<file path="src/rtl/inst_fetch_if.sv">
// ROM-side bus of the fetch stage: chip enable and byte address out,
// combinational instruction word back.
interface inst_fetch_if #(
  parameter int INST_ADDR_W = 32,
  parameter int INST_DATA_W = 32
);
  logic                   rom_ce;
  logic [INST_ADDR_W-1:0] rom_addr;
  logic [INST_DATA_W-1:0] rom_inst;

  modport master (
    output rom_ce,
    output rom_addr,
    input  rom_inst
  );

  modport slave (
    input  rom_ce,
    input  rom_addr,
    output rom_inst
  );
endinterface

</file>
<file path="src/rtl/inst_fetch.sv">
// Fetch stage of the five-stage MIPS pipeline: owns the PC, drives the
// instruction ROM, applies stall/branch/flush control and fills IF/ID.
module inst_fetch #(
  parameter int                     INST_ADDR_W = 32,
  parameter int                     INST_DATA_W = 32,
  parameter logic [INST_ADDR_W-1:0] RESET_PC    = '0
) (
  input  logic                   clk,
  input  logic                   rst_n,
  input  logic                   stall_if_i,
  input  logic                   stall_id_i,
  input  logic                   flush_i,
  input  logic [INST_ADDR_W-1:0] new_pc_i,
  input  logic                   branch_flag_i,
  input  logic [INST_ADDR_W-1:0] branch_target_i,
  inst_fetch_if.master           rom,
  output logic [INST_ADDR_W-1:0] id_pc_o,
  output logic [INST_DATA_W-1:0] id_inst_o,
  output logic                   id_adel_o,
  output logic [31:0]            fetch_cnt_o
);

  logic                   ce_q;
  logic [INST_ADDR_W-1:0] pc_q, pc_d;
  logic                   pend_valid_q, pend_valid_d;
  logic [INST_ADDR_W-1:0] pend_addr_q, pend_addr_d;
  logic [INST_ADDR_W-1:0] id_pc_q, id_pc_d;
  logic [INST_DATA_W-1:0] id_inst_q, id_inst_d;
  logic                   id_adel_q, id_adel_d;
  logic [31:0]            fetch_cnt_q, fetch_cnt_d;
  logic                   misaligned;

  assign misaligned   = (pc_q[1:0] != 2'b00);
  assign rom.rom_addr = pc_q;
  assign rom.rom_ce   = ce_q && !misaligned;

  assign id_pc_o     = id_pc_q;
  assign id_inst_o   = id_inst_q;
  assign id_adel_o   = id_adel_q;
  assign fetch_cnt_o = fetch_cnt_q;

  // Next PC and pending-branch selection, flush first and sequential fetch last.
  always_comb begin
    pc_d         = pc_q;
    pend_valid_d = pend_valid_q;
    pend_addr_d  = pend_addr_q;
    if (ce_q) begin
      if (flush_i) begin
        pc_d         = new_pc_i;
        pend_valid_d = 1'b0;
      end else if (stall_if_i && branch_flag_i) begin
        pend_valid_d = 1'b1;
        pend_addr_d  = branch_target_i;
      end else if (stall_if_i) begin
        pc_d = pc_q;
      end else if (branch_flag_i) begin
        pc_d         = branch_target_i;
        pend_valid_d = 1'b0;
      end else if (pend_valid_q) begin
        pc_d         = pend_addr_q;
        pend_valid_d = 1'b0;
      end else if (misaligned) begin
        pc_d = pc_q;
      end else begin
        pc_d = pc_q + INST_ADDR_W'(4);
      end
    end
  end

  // IF/ID contents: bubble on flush, stall-into-running-decode or idle ROM; hold on full stall.
  always_comb begin
    id_pc_d     = id_pc_q;
    id_inst_d   = id_inst_q;
    id_adel_d   = id_adel_q;
    fetch_cnt_d = fetch_cnt_q;
    if (flush_i || (stall_if_i && !stall_id_i) || (!stall_if_i && !ce_q)) begin
      id_pc_d   = '0;
      id_inst_d = '0;
      id_adel_d = 1'b0;
    end else if (!stall_if_i) begin
      id_pc_d   = pc_q;
      id_inst_d = rom.rom_ce ? rom.rom_inst : '0;
      id_adel_d = misaligned;
      if (!misaligned) begin
        fetch_cnt_d = fetch_cnt_q + 32'd1;
      end
    end
  end

  // Stage state register; reset clears everything including a pending branch.
  always_ff @(posedge clk or negedge rst_n) begin
    if (!rst_n) begin
      ce_q         <= 1'b0;
      pc_q         <= RESET_PC;
      pend_valid_q <= 1'b0;
      pend_addr_q  <= '0;
      id_pc_q      <= '0;
      id_inst_q    <= '0;
      id_adel_q    <= 1'b0;
      fetch_cnt_q  <= '0;
    end else begin
      ce_q         <= 1'b1;
      pc_q         <= pc_d;
      pend_valid_q <= pend_valid_d;
      pend_addr_q  <= pend_addr_d;
      id_pc_q      <= id_pc_d;
      id_inst_q    <= id_inst_d;
      id_adel_q    <= id_adel_d;
      fetch_cnt_q  <= fetch_cnt_d;
    end
  end

endmodule

</file>
<file path="src/flat_wrapper.sv">
// flat-port wrapper written by rule: the top's interface ports become plain ports
module inst_fetch_flat 
#(
  parameter int                     INST_ADDR_W = 32,
  parameter int                     INST_DATA_W = 32,
  parameter logic [INST_ADDR_W-1:0] RESET_PC    = '0
)
  (clk, rst_n, stall_if_i, stall_id_i, flush_i, new_pc_i, branch_flag_i, branch_target_i, id_pc_o, id_inst_o, id_adel_o, fetch_cnt_o, rom_rom_ce, rom_rom_addr, rom_rom_inst);
  inst_fetch_if #(.INST_ADDR_W(INST_ADDR_W), .INST_DATA_W(INST_DATA_W)) rom_i ();
  input  logic clk;
  input  logic rst_n;
  input  logic stall_if_i;
  input  logic stall_id_i;
  input  logic flush_i;
  input  logic [INST_ADDR_W-1:0] new_pc_i;
  input  logic branch_flag_i;
  input  logic [INST_ADDR_W-1:0] branch_target_i;
  output logic [INST_ADDR_W-1:0] id_pc_o;
  output logic [INST_DATA_W-1:0] id_inst_o;
  output logic id_adel_o;
  output logic [31:0] fetch_cnt_o;
  output wire logic [$bits(rom_i.rom_ce)-1:0] rom_rom_ce;
  output wire logic [$bits(rom_i.rom_addr)-1:0] rom_rom_addr;
  input wire logic [$bits(rom_i.rom_inst)-1:0] rom_rom_inst;
  assign rom_rom_ce = rom_i.rom_ce;
  assign rom_rom_addr = rom_i.rom_addr;
  assign rom_i.rom_inst = rom_rom_inst;
  inst_fetch #(.INST_ADDR_W(INST_ADDR_W), .INST_DATA_W(INST_DATA_W), .RESET_PC(RESET_PC)) u_core (.clk(clk), .rst_n(rst_n), .stall_if_i(stall_if_i), .stall_id_i(stall_id_i), .flush_i(flush_i), .new_pc_i(new_pc_i), .branch_flag_i(branch_flag_i), .branch_target_i(branch_target_i), .rom(rom_i), .id_pc_o(id_pc_o), .id_inst_o(id_inst_o), .id_adel_o(id_adel_o), .fetch_cnt_o(fetch_cnt_o));
endmodule
</file>
<file path="config.mk">
export PLATFORM = sky130hd
export DESIGN_NAME = inst_fetch_flat
export DESIGN_NICKNAME = d
export VERILOG_FILES = /design/src/rtl/inst_fetch_if.sv /design/src/rtl/inst_fetch.sv /design/src/flat_wrapper.sv
export SDC_FILE = /design/constraint.sdc
export NUM_CORES = 1
export LEC_CHECK = 0
export BUFFER_PORTS_ARGS = -buffer_cell sky130_fd_sc_hd__buf_2
export CORE_UTILIZATION = 52
export DETAILED_ROUTE_END_ITERATION = 10
export GPL_ROUTABILITY_DRIVEN = 1
export HOLD_SLACK_MARGIN = 0.03
export PLACE_DENSITY = 0.91
export SETUP_SLACK_MARGIN = 0.4
export SYNTH_ARGS = -nofsm -noshare
export SYNTH_HDL_FRONTEND = slang
export SYNTH_SLANG_ARGS = --single-unit
</file>
<file path="constraint.sdc">
create_clock -name clk -period 2.3 [get_ports clk]
set_clock_uncertainty 0.1 [all_clocks]
set_input_delay 0.115 -clock clk [delete_from_list [all_inputs] [get_ports clk]]
set_output_delay 0.115 -clock clk [all_outputs]
set_load 0.01 [all_outputs]
</file>
After elaboration in Yosys (flattened, before gate mapping) --
Index checks and enable logic that the tools add are counted.
Storage, ports and cells: latch bits 0, register bits after elaboration 163, memories 0, ROM bits 0, bits in writable memories 0
Cells by class: reduce and logical (&&, ||, !) cells 15, $add $sub $neg 2, magnitude comparators 0, multiply operators 0, bitwise gates (word level) 4, equality and inequality tests 5, divide/modulo/power cells 0, mux-type cells 16, shifts and indexed selects 0
Operators with widths (count):
- $mux W32 | 11
- $add A32 B1 Y32 const B | 1
- $add A32 B3 Y32 const B | 1
- $reduce_and A3 Y1 | 2
- $mux W1 | 5
- $logic_and A1 B1 Y1 | 4
- $logic_not A1 Y1 | 4
- $ne A2 B1 Y1 const B | 2
- $ne A4 B3 Y1 const B | 1
- $not A1 Y1 | 4
- $reduce_and A4 Y1 | 1
- $ne A3 B1 Y1 const B | 1
- $logic_or A1 B1 Y1 | 2
- $ne A2 B2 Y1 const B | 1
- $reduce_and A2 Y1 | 1
- $reduce_bool A2 Y1 | 1

Logic depth before layout (Yosys ltp) --
word-level depth 7, gate-level depth with buffers 8, mapped depth without buffers 6

Least setup slack after synthesis --
No wires, ideal clock.
path type reg-to-reg, start reg u_core.pc_q[12], in the netlist u_core.rom.rom_addr[12], end reg u_core.pc_q[27], in the netlist u_core.rom.rom_addr[27], data required time 2.099 ns, cell stages (with the launch flop) 7, clock period less this slack 2.022 ns, arrival 1.822 ns, slack 0.278 ns, path through dfrtp_1 buf_2 nand4_1 nor4_4 nand3_2 o31a_1 o32ai_1
On the way: cells in the longest elaborated chain, start to end 7
RTL lines:
- start, declared | RTL line inst_fetch.sv:24 | logic [INST_ADDR_W-1:0] pc_q, pc_d;
- start signal, assigned | RTL line inst_fetch.sv:103 | pc_q <= pc_d;
- $add A32 B3 Y32 | RTL line inst_fetch.sv:65 | pc_d = pc_q + INST_ADDR_W'(4);
- $mux W32 | RTL line inst_fetch.sv:62 | end else if (misaligned) begin
- $mux W32 | RTL line inst_fetch.sv:59 | end else if (pend_valid_q) begin
- $mux W32 | RTL line inst_fetch.sv:56 | end else if (branch_flag_i) begin
- $mux W32 | RTL line inst_fetch.sv:54 | end else if (stall_if_i) begin
- $mux W32 | RTL line inst_fetch.sv:51 | end else if (stall_if_i && branch_flag_i) begin
- $mux W32 | RTL line inst_fetch.sv:48 | if (flush_i) begin
Every way passes these cells. The select of a mux whose other input is x is not followed. A chain may end at the register's enable or synchronous reset.

Final worst setup path --
start reg u_core.fetch_cnt_q[17], in the netlist u_core.fetch_cnt_o[17], end reg u_core.fetch_cnt_q[25], in the netlist u_core.fetch_cnt_o[25]
On the way: cells in the longest elaborated chain, start to end 1
RTL lines:
- start, declared | RTL line inst_fetch.sv:30 | logic [31:0] fetch_cnt_q, fetch_cnt_d;
- start signal, assigned | RTL line inst_fetch.sv:109 | fetch_cnt_q <= fetch_cnt_d;
- $add A32 B1 Y32 | RTL line inst_fetch.sv:85 | fetch_cnt_d = fetch_cnt_q + 32'd1;
Every way passes these cells.

==> reports/results.txt <==
The overall fraction of global-route tracks in use came out at 35.0%. STA classifies the critical path startpoint as a flip-flop. The tools report the combinational cell fraction of total power as 22.4%. TritonCTS built the clock tree. The async set-or-reset flop fraction in the synthesized netlist was 100%; the synthesized area per cell was 10.9 um^2. Buffers placed on the I/O ports in this run total 231. The largest area contributor in the netlist is sky130_fd_sc_hd__dfrtp_1. The internal portion of the total power is 5670 uW.

The layout cell share with drive strength beyond 1 came out at 40.5%. Of the post-synthesis cell area, the dominant cell type holds 52.9%. The top cell types in the final layout, fill and taps aside, are sky130_fd_sc_hd__buf_2 (230), sky130_fd_sc_hd__dfrtp_1 (144), sky130_fd_sc_hd__dlygate4sd3_1 (91), sky130_fd_sc_hd__buf_4 (75), sky130_fd_sc_hd__a22o_1 (68).

The logs give 0.00548 uW for the total leakage power and 17 for the total clock buffers created by CTS. Total I/O pin count: 232. The die extent in x came out at 124 um. In the finished design, the share of the clock period the worst path needs comes to 92.2%.

The share of the yosys chip area belonging to registers was 52.9%. Of the total power, the share spent switching nets is 30.8%. The distinct cell type count of the synthesized netlist was 63. The most common cell after layout, fill and taps aside was sky130_fd_sc_hd__buf_2. When the netlist entered floorplanning its net count stood at 812. The initial utilization of the core area, before any placement, comes to 53.3%. The count of H-tree levels built during CTS was 4; the register bit count reported by yosys was 163.

The synthesized netlist occupies a cell area of 7710 um^2. IR analysis of the VDD net gives a maximum drop of 563 uV. The min-delay analysis places its worst path in the category input port to flip-flop.

The beginning of the worst hold path was new_pc_i[30]. The detailed router placed 8188 vias in this run. The wire length per cell after detailed routing works out to 22.7 um.

The HPWL after detailed placement is 16500 um. The run finished with clean final reports. The slowest library cell on the worst path was sky130_fd_sc_hd__dfrtp_1. At the end of routability-driven placement, the weighted congestion stood at 0.913. Startpoint of the most critical setup path: u_core.fetch_cnt_o[17].

The run gives 163 as the total number of clock tree sinks. The cell count after synthesis came out at 708. Of all nets on the critical path, the largest fanout is 5. The sequential cells in the finished layout cover a total of 4100 um^2. The count of TritonRoute iterations in the first routing pass came out at 6. In this run, flip-flops and latches consume 43.0% of the power. STA puts the critical path data required time at 2.50 ns. Number of flops mapped to enable cells by yosys: 0. After detailed routing, the total wire length is 29100 um. Net total in the final layout: 1186. Entering global routing, the biggest net connects 66 pins. Summed over all failing endpoints, the final setup total negative slack is 0 ns. The final count of pins violating max slew is 0. In this run the deepest clock path goes through 2 buffers.

For this design the total switching power over the nets is 2520 uW. Grouping stages by cell kind, the critical path spends the most delay in simple AND/OR/NAND/NOR gates. The power density over cell area works out to 724 nW/um^2. The wire length of the first global-routing pass came out at 39700 um.

The startpoint of the worst-slack reg-to-reg timing path is u_core.fetch_cnt_o[17]. Max-cap violations in this run came to 0. The Yosys step of the flow raised 0 warnings. The critical path's most frequent cell was sky130_fd_sc_hd__nand4_1. The floorplan step defined a die boundary enclosing 15300 um^2. The arrival time at the worst endpoint is 2.32 ns. The run gives 7382 as the number of global-route vias before repair. Setup repair after global routing could not meet its margin everywhere.

The count of endpoints failing hold in the final timing report was 0. The worst setup path is of the flip-flop to flip-flop kind. The multi-input combinational cells in the finished layout cover a total of 3630 um^2. Global routing finished with a remaining overflow of 0.

The y dimension of the die was 124 um; the clock-pin slew on the worst setup and hold paths was 0.07 ns. Setup violations remaining at the end of the flow were counted as 0. The tools report the diode insertion count for antenna repair as 0. The run gives 0 as the initial antenna violation count. For the clock latency reported for the late side of the worst-skew pair, the log shows 0.43 ns. In the routed design, unresolved DRC markers number 0. The run gives 34.6% as the relative contribution of the clock network to total power.

Core footprint: 14500 um^2. CTS placed an instance of sky130_fd_sc_hd__clkbuf_16 at the clock tree root. For the total power of the final layout, the log shows 8190 uW.

After synthesis, the cell types taking the most area are sky130_fd_sc_hd__dfrtp_1 (53%), sky130_fd_sc_hd__a22o_1 (7.7%), sky130_fd_sc_hd__mux2_2 (4.8%), sky130_fd_sc_hd__o21ai_0 (2.7%), sky130_fd_sc_hd__nand2_1 (2.5%). In the routed layout, each cell is associated on average with a via count of 6.40. Measured against its own limit, the worst slew margin works out to 45.4%. After layout, the minimum clock period comes to 2.12 ns. For this run, the leading register cell type out of synthesis is sky130_fd_sc_hd__dfrtp_1.

Counting the fill cells in the layout gives 829. The critical path buffer and inverter count came out at 1. For the pin with the worst max-slew slack, the measured transition is 0.819 ns.

The element type at the critical path end was a flip-flop. Row generation in the floorplan step produced 44 rows. For this block, the initial DRC count from the detailed router was 1143. The delay of the slowest cell on the worst path works out to 0.43 ns. Derived from the worst setup path, the maximum achievable clock frequency is 0.472 GHz.

Walking the worst path, the cells encountered are nand4_1 -> nor2_2 -> nand4_1 -> buf_4 -> nor3_2 -> xor2_1. The growth of design area from synthesis to finish was 46.6%. Once detail routing completed, the nets flagged for antenna violations numbered 0.
[flip-flops by register name, indices dropped and copies added (netlist names)]
signal / count
u_core.id_adel_o: 1
u_core.rom.rom_addr: 32
u_core.fetch_cnt_o: 32
u_core.id_pc_o: 32
u_core.ce_q: 1
u_core.id_inst_o: 32
u_core.pend_valid_q: 1
u_core.pend_addr_q: 32
[cell usage after synthesis, types with 10 or more instances]
cell	instances
sky130_fd_sc_hd__a21oi_1	23
sky130_fd_sc_hd__mux2_2	33
sky130_fd_sc_hd__a22o_1	68
sky130_fd_sc_hd__nand4_1	16
sky130_fd_sc_hd__clkbuf_1	35
sky130_fd_sc_hd__xnor2_1	21
sky130_fd_sc_hd__nand2_1	51
sky130_fd_sc_hd__dfrtp_1	163
sky130_fd_sc_hd__xor2_1	18
sky130_fd_sc_hd__and3_1	10
sky130_fd_sc_hd__nor2_1	33
sky130_fd_sc_hd__o21ai_0	41
sky130_fd_sc_hd__nand3_1	28
sky130_fd_sc_hd__nor3_1	20
[worst reg2reg max path: cells and delay by family, from the launching register on]
| kind | cells | cell delay [ns] |
|---|---|---|
| buf+inv | 1 | 0.26 |
| flops | 1 | 0.43 |
| simple gates | 4 | 0.84 |
| xor+xnor | 1 | 0.36 |
[logic make-up (layout without fill, tap and decap cells)]
| logic type | after synthesis | count (layout) | share of synthesized area, % |
|---|---|---|---|
| AO/OA/AOI/OAI | 201 | 201 | 19.5 |
| XOR/XNOR | 39 | 39 | 4.43 |
| adder cells (fa/ha/maj) | 2 | 2 | 0.324 |
| flip-flops | 163 | 163 | 52.9 |
| other | 1 | 1 | 0.0486 |
| buffers and inverters | 57 | 444 | 2.92 |
| multiplexers | 41 | 41 | 5.86 |
| AND/OR/NAND/NOR | 204 | 204 | 14.1 |
[final timing paths]
kind | slack (ns) | cells after the start | to
setup / recovery | 0.18 | 6 | u_core.fetch_cnt_o[25]
hold / removal | 0.05 | 5 | u_core.rom.rom_addr[30]
setup reg to reg | 0.18 | 6 | u_core.fetch_cnt_o[25]
hold reg to reg | 0.38 | 1 | u_core.fetch_cnt_o[31]
max in group asynchronous | 1.23 | 3 | u_core.rom.rom_addr[24]
min in group asynchronous | 0.07 | 2 | u_core.fetch_cnt_o[10]
[power by group through the flow]
| stage | Clock, uW | Sequential (uW) | Combinational, uW |
|---|---|---|---|
| 2_1_floorplan | 0 | 3560 | 685 |
| 3_3_place_gp | 0 | 3510 | 1380 |
| 3_5_place_dp | 0 | 3540 | 1410 |
| 4_1_cts | 2820 | 3490 | 1580 |
| 5_1_grt | 2960 | 3550 | 1930 |
| 6_report | 2840 | 3520 | 1830 |
[metal layers]
metal  global-route usage, %  wire length, um  vias up
met2                    57.6            13800      730
met5                       0                0        -
met4                    18.9             1670        0
li1                        -                -     3411
met3                    8.15             3330      186
met1                    42.5            10300     3861
[area by class of cell]
type                    instances  area share [%]
flip-flops and latches        163            36.3
inverters                       9           0.299
multi-input cells             488            32.1
clock buffers                  21            3.98
clock inverters                11            1.15
repair buffers                403            24.1
well taps                     184            2.04
[per-stage QoR]
| step | setup slack, ns | instances | hold slack [ns] | area [um^2] | util [%] |
|---|---|---|---|---|---|
| after floorplan | 0.333 | 708 | -0.281 | 7730 | - |
| after global placement | 0.275 | 1114 | -0.0370 | 9250 | 63.9 |
| after detailed placement | 0.259 | 1114 | -0.0360 | 9250 | 63.9 |
| after CTS | 0.396 | 1242 | 0.0311 | 10800 | 74.7 |
| after global routing | 0.0947 | 1279 | 0.0788 | 11300 | 78.1 |
| final | 0.179 | 1279 | 0.0479 | 11300 | 78.1 |
[timing repair]
| item | 4_1_cts | 5_1_grt |
|---|---|---|
| hold buffers | 91 | 0 |
| hold endpoints to repair | 253 | 0 |
| pin swaps | 4 | 29 |
| buffers inserted | 5 | 37 |
| gates resized for setup | 16 | 58 |
| setup endpoints to repair | 23 | 72 |
(Power assumes the default switching activity.)
